`src/rtl/dds_pkg.sv`:
```
`default_nettype none
// ============================================================================
// Module      : dds_pkg
// Description : Shared widths, sweep-mode encodings and sweep FSM states for
//               the DDS sweep NCO.
// Revision    : 1.0 - initial release
// ============================================================================
package dds_pkg;

    localparam int ACC_W_DEFAULT   = 32;
    localparam int FTW_W_DEFAULT   = 32;
    localparam int DWELL_W_DEFAULT = 16;

    localparam logic [1:0] MODE_FIXED  = 2'b00;
    localparam logic [1:0] MODE_SINGLE = 2'b01;
    localparam logic [1:0] MODE_REPEAT = 2'b10;
    localparam logic [1:0] MODE_UPDOWN = 2'b11;

    typedef enum logic [1:0] {
        IDLE = 2'd0,
        UP   = 2'd1,
        DOWN = 2'd2
    } sweep_state_t;

endpackage
`default_nettype wire

```
`src/rtl/dds_sweep_ctrl.sv`:
```
`default_nettype none
// ============================================================================
// Module      : dds_sweep_ctrl
// Description : Sweep FSM stepping the tuning word between start and stop
//               with a programmable dwell per step.
// Revision    : 1.0 - initial release
// ============================================================================
module dds_sweep_ctrl
    import dds_pkg::*;
#(
    parameter int FTW_W   = FTW_W_DEFAULT,
    parameter int DWELL_W = DWELL_W_DEFAULT
) (
    input  logic               CLK,
    input  logic               RESET,
    input  logic               i_en,
    input  logic               i_load,
    input  logic               i_start,
    input  logic [1:0]         i_sweep_mode,
    input  logic [FTW_W-1:0]   i_ftw_start,
    input  logic [FTW_W-1:0]   i_ftw_stop,
    input  logic [FTW_W-1:0]   i_ftw_step,
    input  logic [DWELL_W-1:0] i_dwell,
    output logic [FTW_W-1:0]   o_ftw_cur,
    output logic               o_busy,
    output logic               o_sweep_done
);

    sweep_state_t        r_state, w_state_nxt;
    logic [DWELL_W-1:0]  r_cnt, w_cnt_nxt;
    logic [FTW_W-1:0]    r_ftw, w_ftw_nxt;
    logic                r_done, w_done_nxt;
    logic [FTW_W:0]      w_up_sum;
    logic signed [FTW_W:0] w_dn_diff;

    // One extra bit so neither direction can wrap past the sweep bounds.
    assign w_up_sum  = {1'b0, r_ftw} + {1'b0, i_ftw_step};
    assign w_dn_diff = $signed({1'b0, r_ftw}) - $signed({1'b0, i_ftw_step});

    always_ff @(posedge CLK or posedge RESET) begin
        if (RESET) begin
            r_state <= IDLE;
            r_cnt   <= '0;
            r_ftw   <= '0;
            r_done  <= 1'b0;
        end else begin
            r_state <= w_state_nxt;
            r_cnt   <= w_cnt_nxt;
            r_ftw   <= w_ftw_nxt;
            r_done  <= w_done_nxt;
        end
    end

    always_comb begin
        w_state_nxt = r_state;
        w_cnt_nxt   = r_cnt;
        w_ftw_nxt   = r_ftw;
        w_done_nxt  = 1'b0;
        if (i_load) begin
            w_state_nxt = IDLE;
            w_cnt_nxt   = '0;
            w_ftw_nxt   = i_ftw_start;
        end else if (i_en) begin
            if (i_start) begin
                w_ftw_nxt   = i_ftw_start;
                w_cnt_nxt   = '0;
                w_state_nxt = IDLE;
                if (i_sweep_mode != MODE_FIXED) begin
                    if (i_ftw_start > i_ftw_stop) begin
                        w_done_nxt = 1'b1;
                    end else begin
                        w_state_nxt = UP;
                    end
                end
            end else if (r_state != IDLE) begin
                if (r_cnt == i_dwell) begin
                    w_cnt_nxt = '0;
                    if (r_state == UP) begin
                        // Repeat mode dwells one step at stop before restarting.
                        if (i_sweep_mode == MODE_REPEAT && r_ftw == i_ftw_stop) begin
                            w_ftw_nxt = i_ftw_start;
                        end else if (w_up_sum >= {1'b0, i_ftw_stop}) begin
                            w_ftw_nxt = i_ftw_stop;
                            case (i_sweep_mode)
                                MODE_SINGLE: begin
                                    w_state_nxt = IDLE;
                                    w_done_nxt  = 1'b1;
                                end
                                MODE_UPDOWN: w_state_nxt = DOWN;
                                default:     w_state_nxt = UP;
                            endcase
                        end else begin
                            w_ftw_nxt = w_up_sum[FTW_W-1:0];
                        end
                    end else begin
                        if (w_dn_diff <= $signed({1'b0, i_ftw_start})) begin
                            w_ftw_nxt   = i_ftw_start;
                            w_state_nxt = UP;
                        end else begin
                            w_ftw_nxt = w_dn_diff[FTW_W-1:0];
                        end
                    end
                end else begin
                    w_cnt_nxt = r_cnt + DWELL_W'(1);
                end
            end
        end
    end

    assign o_ftw_cur    = r_ftw;
    assign o_busy       = (r_state != IDLE);
    assign o_sweep_done = r_done;

endmodule
`default_nettype wire

```
`src/rtl/dds_sweep_nco.sv`:
```
`default_nettype none
// ============================================================================
// Module      : dds_sweep_nco
// Description : Phase-accumulator NCO with offset output and optional linear
//               frequency sweep.
// Revision    : 1.0 - initial release
// ============================================================================
module dds_sweep_nco
    import dds_pkg::*;
#(
    parameter int ACC_W   = ACC_W_DEFAULT,
    parameter int FTW_W   = FTW_W_DEFAULT,
    parameter int DWELL_W = DWELL_W_DEFAULT
) (
    input  logic               CLK,
    input  logic               RESET,
    input  logic               en,
    input  logic               load,
    input  logic               start,
    input  logic [1:0]         sweep_mode,
    input  logic [FTW_W-1:0]   ftw_start,
    input  logic [FTW_W-1:0]   ftw_stop,
    input  logic [FTW_W-1:0]   ftw_step,
    input  logic [DWELL_W-1:0] dwell,
    input  logic [ACC_W-1:0]   phase_ofs,
    output logic [ACC_W-1:0]   DDS,
    output logic               wrap,
    output logic [FTW_W-1:0]   ftw_out,
    output logic               busy,
    output logic               sweep_done
);

    logic [ACC_W-1:0] r_acc;
    logic [ACC_W-1:0] r_dds;
    logic             r_wrap;
    logic [FTW_W-1:0] w_ftw_cur;
    logic [ACC_W:0]   w_sum;

    dds_sweep_ctrl #(
        .FTW_W   (FTW_W),
        .DWELL_W (DWELL_W)
    ) u_ctrl (
        .CLK          (CLK),
        .RESET        (RESET),
        .i_en         (en),
        .i_load       (load),
        .i_start      (start),
        .i_sweep_mode (sweep_mode),
        .i_ftw_start  (ftw_start),
        .i_ftw_stop   (ftw_stop),
        .i_ftw_step   (ftw_step),
        .i_dwell      (dwell),
        .o_ftw_cur    (w_ftw_cur),
        .o_busy       (busy),
        .o_sweep_done (sweep_done)
    );

    assign w_sum = {1'b0, r_acc} + (ACC_W+1)'(w_ftw_cur);

    // phase_ofs only shapes the output; the accumulator never sees it.
    always_ff @(posedge CLK or posedge RESET) begin
        if (RESET) begin
            r_acc  <= '0;
            r_dds  <= '0;
            r_wrap <= 1'b0;
        end else if (load) begin
            r_acc  <= '0;
            r_dds  <= phase_ofs;
            r_wrap <= 1'b0;
        end else if (en) begin
            r_acc  <= w_sum[ACC_W-1:0];
            r_dds  <= w_sum[ACC_W-1:0] + phase_ofs;
            r_wrap <= w_sum[ACC_W];
        end else begin
            r_wrap <= 1'b0;
        end
    end

    assign DDS     = r_dds;
    assign wrap    = r_wrap;
    assign ftw_out = w_ftw_cur;

endmodule
`default_nettype wire
```
`config.mk`:
```
export PLATFORM = sky130hd
export DESIGN_NAME = dds_sweep_nco
export DESIGN_NICKNAME = d
export VERILOG_FILES = /design/src/rtl/dds_pkg.sv /design/src/rtl/dds_sweep_ctrl.sv /design/src/rtl/dds_sweep_nco.sv
export SDC_FILE = /design/constraint.sdc
export NUM_CORES = 1
export LEC_CHECK = 0
export ABC_AREA = 1
export BUFFER_PORTS_ARGS = -buffer_cell sky130_fd_sc_hd__buf_4
export CAP_MARGIN = 5
export CORE_MARGIN = 2
export CORE_UTILIZATION = 60
export CTS_CLUSTER_SIZE = 25
export DETAILED_ROUTE_END_ITERATION = 10
export GPL_TIMING_DRIVEN = 0
export PLACE_DENSITY = 0.88
export SLEW_MARGIN = 20
export SYNTH_ARGS = -nofsm -noshare
export SYNTH_HDL_FRONTEND = slang
export SYNTH_SLANG_ARGS = --single-unit
```
`constraint.sdc`:
```
create_clock -name CLK -period 5.39 [get_ports CLK]
set_clock_uncertainty 0.15 [all_clocks]
set_input_delay 0.539 -clock CLK [delete_from_list [all_inputs] [get_ports CLK]]
set_output_delay 0.539 -clock CLK [all_outputs]
set_load 0.02 [all_outputs]
```
# After elaboration in Yosys (flattened, before gate mapping)
# Index checks and enable logic that the tools add are counted.
# W data, S select, Z words.
[totals]
output_inout_bits = 67
latch_bits = 0
in_bits = 151
word_cells = 76
memories = 0
ramBits = 0
reg_bits = 116
romBits = 0
[op_classes]
eq_ne = 8
div = 0
n_mux = 43
n_reduce_logical = 10
n_lt_le_gt_ge = 3
add_sub_neg = 5
n_mul = 0
bitwise = 0
shift = 0
[op_table]
columns = ["op", "count"]
rows = [
  ["$mux W32", 13],
  ["$mux W16", 5],
  ["$add A32 B32 Y33", 2],
  ["$ge A33 B32 Y1", 1],
  ["$le A33 B33 Y1", 1],
  ["$sub A32 B32 Y33", 1],
  ["$add A32 B32 Y32", 1],
  ["$eq A32 B32 Y1", 1],
  ["$gt A32 B32 Y1", 1],
  ["$mux W2", 10],
  ["$add A16 B1 Y16 const B", 1],
  ["$eq A16 B16 Y1", 1],
  ["$mux W1", 14],
  ["$ne A4 B4 Y1 const B", 2],
  ["$reduce_and A6 Y1", 1],
  ["$reduce_bool A2 Y1", 3],
  ["$reduce_bool A3 Y1", 2],
  ["$eq A2 B1 Y1 const B", 2],
  ["$eq A2 B2 Y1 const B", 2],
  ["$pmux W2 S2", 1],
  ["$reduce_bool A4 Y1", 1],
  ["$reduce_and A3 Y1", 1],
  ["$reduce_and A2 Y1", 1],
  ["$logic_and A1 B1 Y1", 1],
]

# Depth between registers and ports, before layout
[depth]
depth_word = 10
depth_mapped = 37

# Hierarchy
# A second synthesis with hierarchy kept.
[unflattened]
hier_cells = 2784
area_unflattened_um2 = 17598.1
[modules_own_cells]
columns = ["mod", "n_inst", "area_per_inst_um2", "cells_per_inst"]
rows = [
  ["dds_sweep_ctrl", 1, 11329.6, 1877],
  ["dds_sweep_nco", 1, 6268.5, 907],
]

# Least setup slack after synthesis
# Ideal clock, no wire load.
[synth_path]
path_kind = "reg-to-reg"
start = "register u_ctrl.r_ftw[0] (netlist: u_ctrl.o_ftw_cur[0])"
end = "register r_dds[30] (netlist: DDS[30])"
required_time_ns = 5.105
stages_incl_launch_ff = 21
setup_ns = 0.135
arrival_ns = 3.820
path_buffers = 0
slack_ns = 1.285
cell_sequence = "dfrtp_1 > ha_1 > fa_1 > nand3_1 > nand2_1 > a21oi_1 > o21bai_1 > a21oi_1 > o21ai_0 > xor2_1 > ha_1 > nand2_1 > nor2_1 > nor3b_1 > nand4_1 > nand3_1 > a21o_1 > a21boi_0 > o21ai_0 > xor2_1 > o21ai_0"
[synth_between]
elab_chain_cells = 4
[synth_lines]
columns = ["item", "line_no", "source"]
rows = [
  ["start: declaration", "dds_sweep_ctrl.sv:31", "logic [FTW_W-1:0] r_ftw, w_ftw_nxt;"],
  ["start signal: assignment", "dds_sweep_ctrl.sv:49", "r_ftw <= w_ftw_nxt;"],
  ["$add A32 B32 Y33", "dds_sweep_nco.sv:58", "assign w_sum = {1'b0, r_acc} + (ACC_W+1)'(w_ftw_cur);"],
  ["$add A32 B32 Y32", "dds_sweep_nco.sv:72", "r_dds <= w_sum[ACC_W-1:0] + phase_ofs;"],
  ["$mux W32", "dds_sweep_nco.sv:70", "end else if (en) begin"],
  ["$mux W32", "dds_sweep_nco.sv:66", "end else if (load) begin"],
  ["end signal: assignment", "dds_sweep_nco.sv:68", "r_dds <= phase_ofs;"],
  ["end signal: assignment", "dds_sweep_nco.sv:72", ""],
  ["end: declaration", "dds_sweep_nco.sv:34", "logic [ACC_W-1:0] r_dds;"],
]
# No other way between the ends. The select of a mux whose other input is x is not followed.
# A chain may end at the register's enable or synchronous reset.

# Worst setup path in the final report
[layout_path]
start = "register u_ctrl.r_ftw[9] (netlist: u_ctrl.o_ftw_cur[9])"
end = "register u_ctrl.r_ftw[21] (netlist: u_ctrl.o_ftw_cur[21])"
[layout_between]
elab_chain_cells = 10
word_cells_on_any_way = 15
classes_between = "add/sub: 2; order compare: 2; eq/ne: 1; mux: 9; reduce/logical: 1"
[layout_lines]
columns = ["item", "line_no", "source"]
rows = [
  ["$add A32 B32 Y33", "dds_sweep_ctrl.sv:37", "assign w_up_sum = {1'b0, r_ftw} + {1'b0, i_ftw_step};"],
  ["$ge A33 B32 Y1", "dds_sweep_ctrl.sv:82", "end else if (w_up_sum >= {1'b0, i_ftw_stop}) begin"],
  ["$mux W32", "dds_sweep_ctrl.sv:82", ""],
  ["$mux W32", "dds_sweep_ctrl.sv:80", "if (i_sweep_mode == MODE_REPEAT && r_ftw == i_ftw_stop) begin"],
  ["$mux W32 (*)", "dds_sweep_ctrl.sv:78", "if (r_state == UP) begin"],
  ["$mux W32 (*)", "dds_sweep_ctrl.sv:76", "if (r_cnt == i_dwell) begin"],
  ["$mux W32 (*)", "dds_sweep_ctrl.sv:75", "end else if (r_state != IDLE) begin"],
  ["$mux W32 (*)", "dds_sweep_ctrl.sv:64", "if (i_start) begin"],
  ["$mux W32 (*)", "dds_sweep_ctrl.sv:63", "end else if (i_en) begin"],
  ["$mux W32 (*)", "dds_sweep_ctrl.sv:59", "if (i_load) begin"],
]
# Mark *: on every way between the ends. The rest lies on a longest branch, timed or not. The select of a mux whose other input is x is not followed.

==> impl_metrics.tcl <==
set metrics [dict create \
    ys_seq_elements 116 \
    async_flop_share 1.00 \
    clockBufferDepth 2 \
    setup_viol 0 \
    gr-usage-all-layers 0.423 \
    area_growth_pct 17.2 \
    dp_cells 3002 \
    path_max_fanout 10 \
    dpl.hpwl_um 49500 \
    fin_cells 3035 \
    cp_data_required_time_ns 5.55 \
    fin_nets 3066 \
    synthCells 2450 \
    num-fill-cells 2132 \
    grt_pass1_vias 17973 \
    rr_worst_depth 27 \
    cts_max_level 4 \
    synthTopCellsByArea "dfrtp_1, ha_1, nand2_1" \
    end_kind "flip-flop" \
    placed_area_um2 18000 \
    cp.arrival_ns 5.33 \
    hp-class "input port to flip-flop" \
    vias 18562 \
    final.min_clock_period_ns 5.17 \
    post_cts_buffers 0 \
    r2r_slack_ns 0.22 \
    drtIter0Drc 2150 \
    synth_area_leader_cell "dfrtp_1" \
    synthTopCellsByCount "nand2_1, inv_1, a21oi_1" \
    yosysSeqAreaShare 0.182 \
    fin_crit_sh 0.959 \
    yosysMostFrequentCell "nand2_1" \
    utilization 0.717 \
    vias_per_cell 6.12 \
    port_buffers 216 \
    endpoint "u_ctrl.o_ftw_cur[21]" \
    power_mw 10.0 \
    clk_latency_ns 0.42 \
    tightest_slew_ns 0.914 \
    synth_flop_cell "dfrtp_1" \
    routabilityCongestion 1.06 \
    multi_input_area_um2 11500 \
    numCtsBuffers 17 \
    rr_startpoint "u_ctrl.o_ftw_cur[9]" \
    grt_max_degree 83 \
    start_util 0.612 \
    fp.dieH_um 167 \
    ir_drop_mv 0.422 \
    crit_type "flip-flop to flip-flop" \
    ios 218 \
    drc 0 \
    maxCapViolCount 0 \
    status "finished, final reports clean" \
    tritoncts "built" \
    antenna_left 0 \
    ys_warn_count 0 \
    p_leak_nw 10.0 \
    cts-root-buf "clkbuf_16" \
    clk_pin_slew_ns 0.06 \
    wl_per_cell_um 20.0 \
    fmaxAchievable_mhz 193 \
    synth_edf_count 0 \
    cts.sink_count 116 \
    finish.instance_area_um2 18700 \
    cp-startpoint "u_ctrl.o_ftw_cur[9]" \
    register_area_um2 2910 \
    synth_cell_types 56 \
    drv_slew 0 \
    syn-num-nets 2829 \
    syn-cell-area_um2 16000 \
    rsz0062_at_grt "false" \
    hold_viol 0 \
    power_density_nw_per_um2 536 \
    design.core.area_um2 26100 \
    diodes 0 \
    cp-start-kind "flip-flop" \
    drive_gt1_frac 0.122 \
    wirelength_um 60800 \
    yosysTopAreaCellShare 0.182 \
    antenna_found_initial 0 \
    gr-total-overflow 0 \
    std_cell_rows 59 \
    r2r_end "u_ctrl.o_ftw_cur[21]" \
    synth.avg_cell_area_um2 6.51 \
    grt_pass1_wl_um 93400 \
    dieArea_um2 27900 \
    maxSlewHeadroom 0.388 \
    die_w_um 167 \
    firstDrtPassIters 7 \
]
-- sequential cells by signal, indices dropped and copies added (netlist names) --
register	cells
DDS	32
r_acc	32
wrap	1
u_ctrl.o_sweep_done	1
u_ctrl.r_state	2
u_ctrl.o_ftw_cur	32
u_ctrl.r_cnt	16
-- power by group --
group / internal [mW] / total [mW] / switching (mW)
logic: 2.52 / 7.33 / 4.80
registers: 1.13 / 1.50 / 0.371
clock network: 0.744 / 1.19 / 0.448
total: 4.40 / 10.0 / 5.62
-- cell usage in the layout (no fill, tap or decap), drive strengths merged, types with 21 or more instances in the layout --
cell / synthesis / layout
nand2: 618 / 618
inv: 338 / 341
buf: 33 / 249
a21oi: 230 / 230
ha: 224 / 224
nor2: 201 / 201
o21ai: 149 / 149
nand3: 125 / 125
dfrtp: 116 / 116
xor2: 78 / 78
clkbuf: 26 / 45
nand4: 40 / 40
xnor2: 38 / 38
nor3: 29 / 29
a22o: 23 / 23
a21o: 21 / 21
-- final cells by class --
| cell class | instances | share of cell area |
|---|---|---|
| well taps | 335 | 0.0224 |
| flip-flops and latches | 116 | 0.155 |
| repair buffers | 218 | 0.0887 |
| multi-input cells | 1934 | 0.616 |
| clock inverters | 14 | 0.00944 |
| plain buffers | 59 | 0.0159 |
| clock buffers | 18 | 0.0235 |
| inverters | 341 | 0.0689 |
-- worst max-delay path, cell delays in order, from the launching register on --
cell	delay [ns]
dfrtp_1	0.60
ha_1	0.40
inv_1	0.23
nand2_1	0.13
nor2_1	0.16
nand3_1	0.09
o21ai_1	0.44
nand2_1	0.09
nand2_1	0.13
a21boi_1	0.11
xor2_1	0.18
ha_1	0.29
nand2_1	0.04
nor2_1	0.11
nand3_1	0.19
nor2_1	0.14
nand4_1	0.22
nand2_1	0.12
nor2_1	0.04
nand2_1	0.05
nand2_1	0.14
nand3_4	0.19
clkbuf_4	0.29
a21oi_1	0.07
o21ai_0	0.23
inv_1	0.08
nand3_1	0.07
nand2_1	0.05
-- metal layers --
layer,global-route usage,wire [µm],up-vias
met3,0.0504,5460,242
li1,-,-,8631
met5,0,0,-
met4,0.248,3730,0
met1,0.521,23500,8545
met2,0.711,28100,1144
-- what timing repair did --
action	4_1_cts	5_1_grt
hold endpoints to repair	34	0
hold buffers	1	0
setup endpoints to repair	0	37
gates resized for setup	0	16
-- through the flow --
step                      TNS [ns]  hold slack, ns  setup WS [ns]
after floorplan                  0           0.303           1.28
after global placement           0           0.322        0.00445
after detailed placement    -0.109           0.334        -0.0328
after CTS                        0           0.197         0.0320
after global routing             0           0.228        0.00885
final                            0           0.201          0.221
-- kinds of logic (layout without fill, tap and decap cells) --
family / Yosys count / in the layout / synth area share
flip-flops: 116 / 116 / 0.182
adder cells (fa/ha/maj): 228 / 228 / 0.181
XOR/XNOR: 116 / 116 / 0.0637
AND/OR/NAND/NOR: 1066 / 1066 / 0.284
buffers and inverters: 400 / 650 / 0.0990
AO/OA/AOI/OAI: 524 / 524 / 0.191
-- worst min path at each step --
stage / cells after the start / startpoint / endpoint / slack, ns
finish: 3 / phase_ofs[3] / DDS[3] / 0.20
global placement: 2 / DDS[28] / DDS[28] / 0.32
floorplan: 2 / r_acc[24] / r_acc[24] / 0.30
detailed placement: 2 / DDS[13] / DDS[13] / 0.33
global route: 3 / phase_ofs[3] / DDS[3] / 0.23
CTS: 3 / phase_ofs[3] / DDS[3] / 0.20
Note: power is estimated with default switching activity, not from simulation.
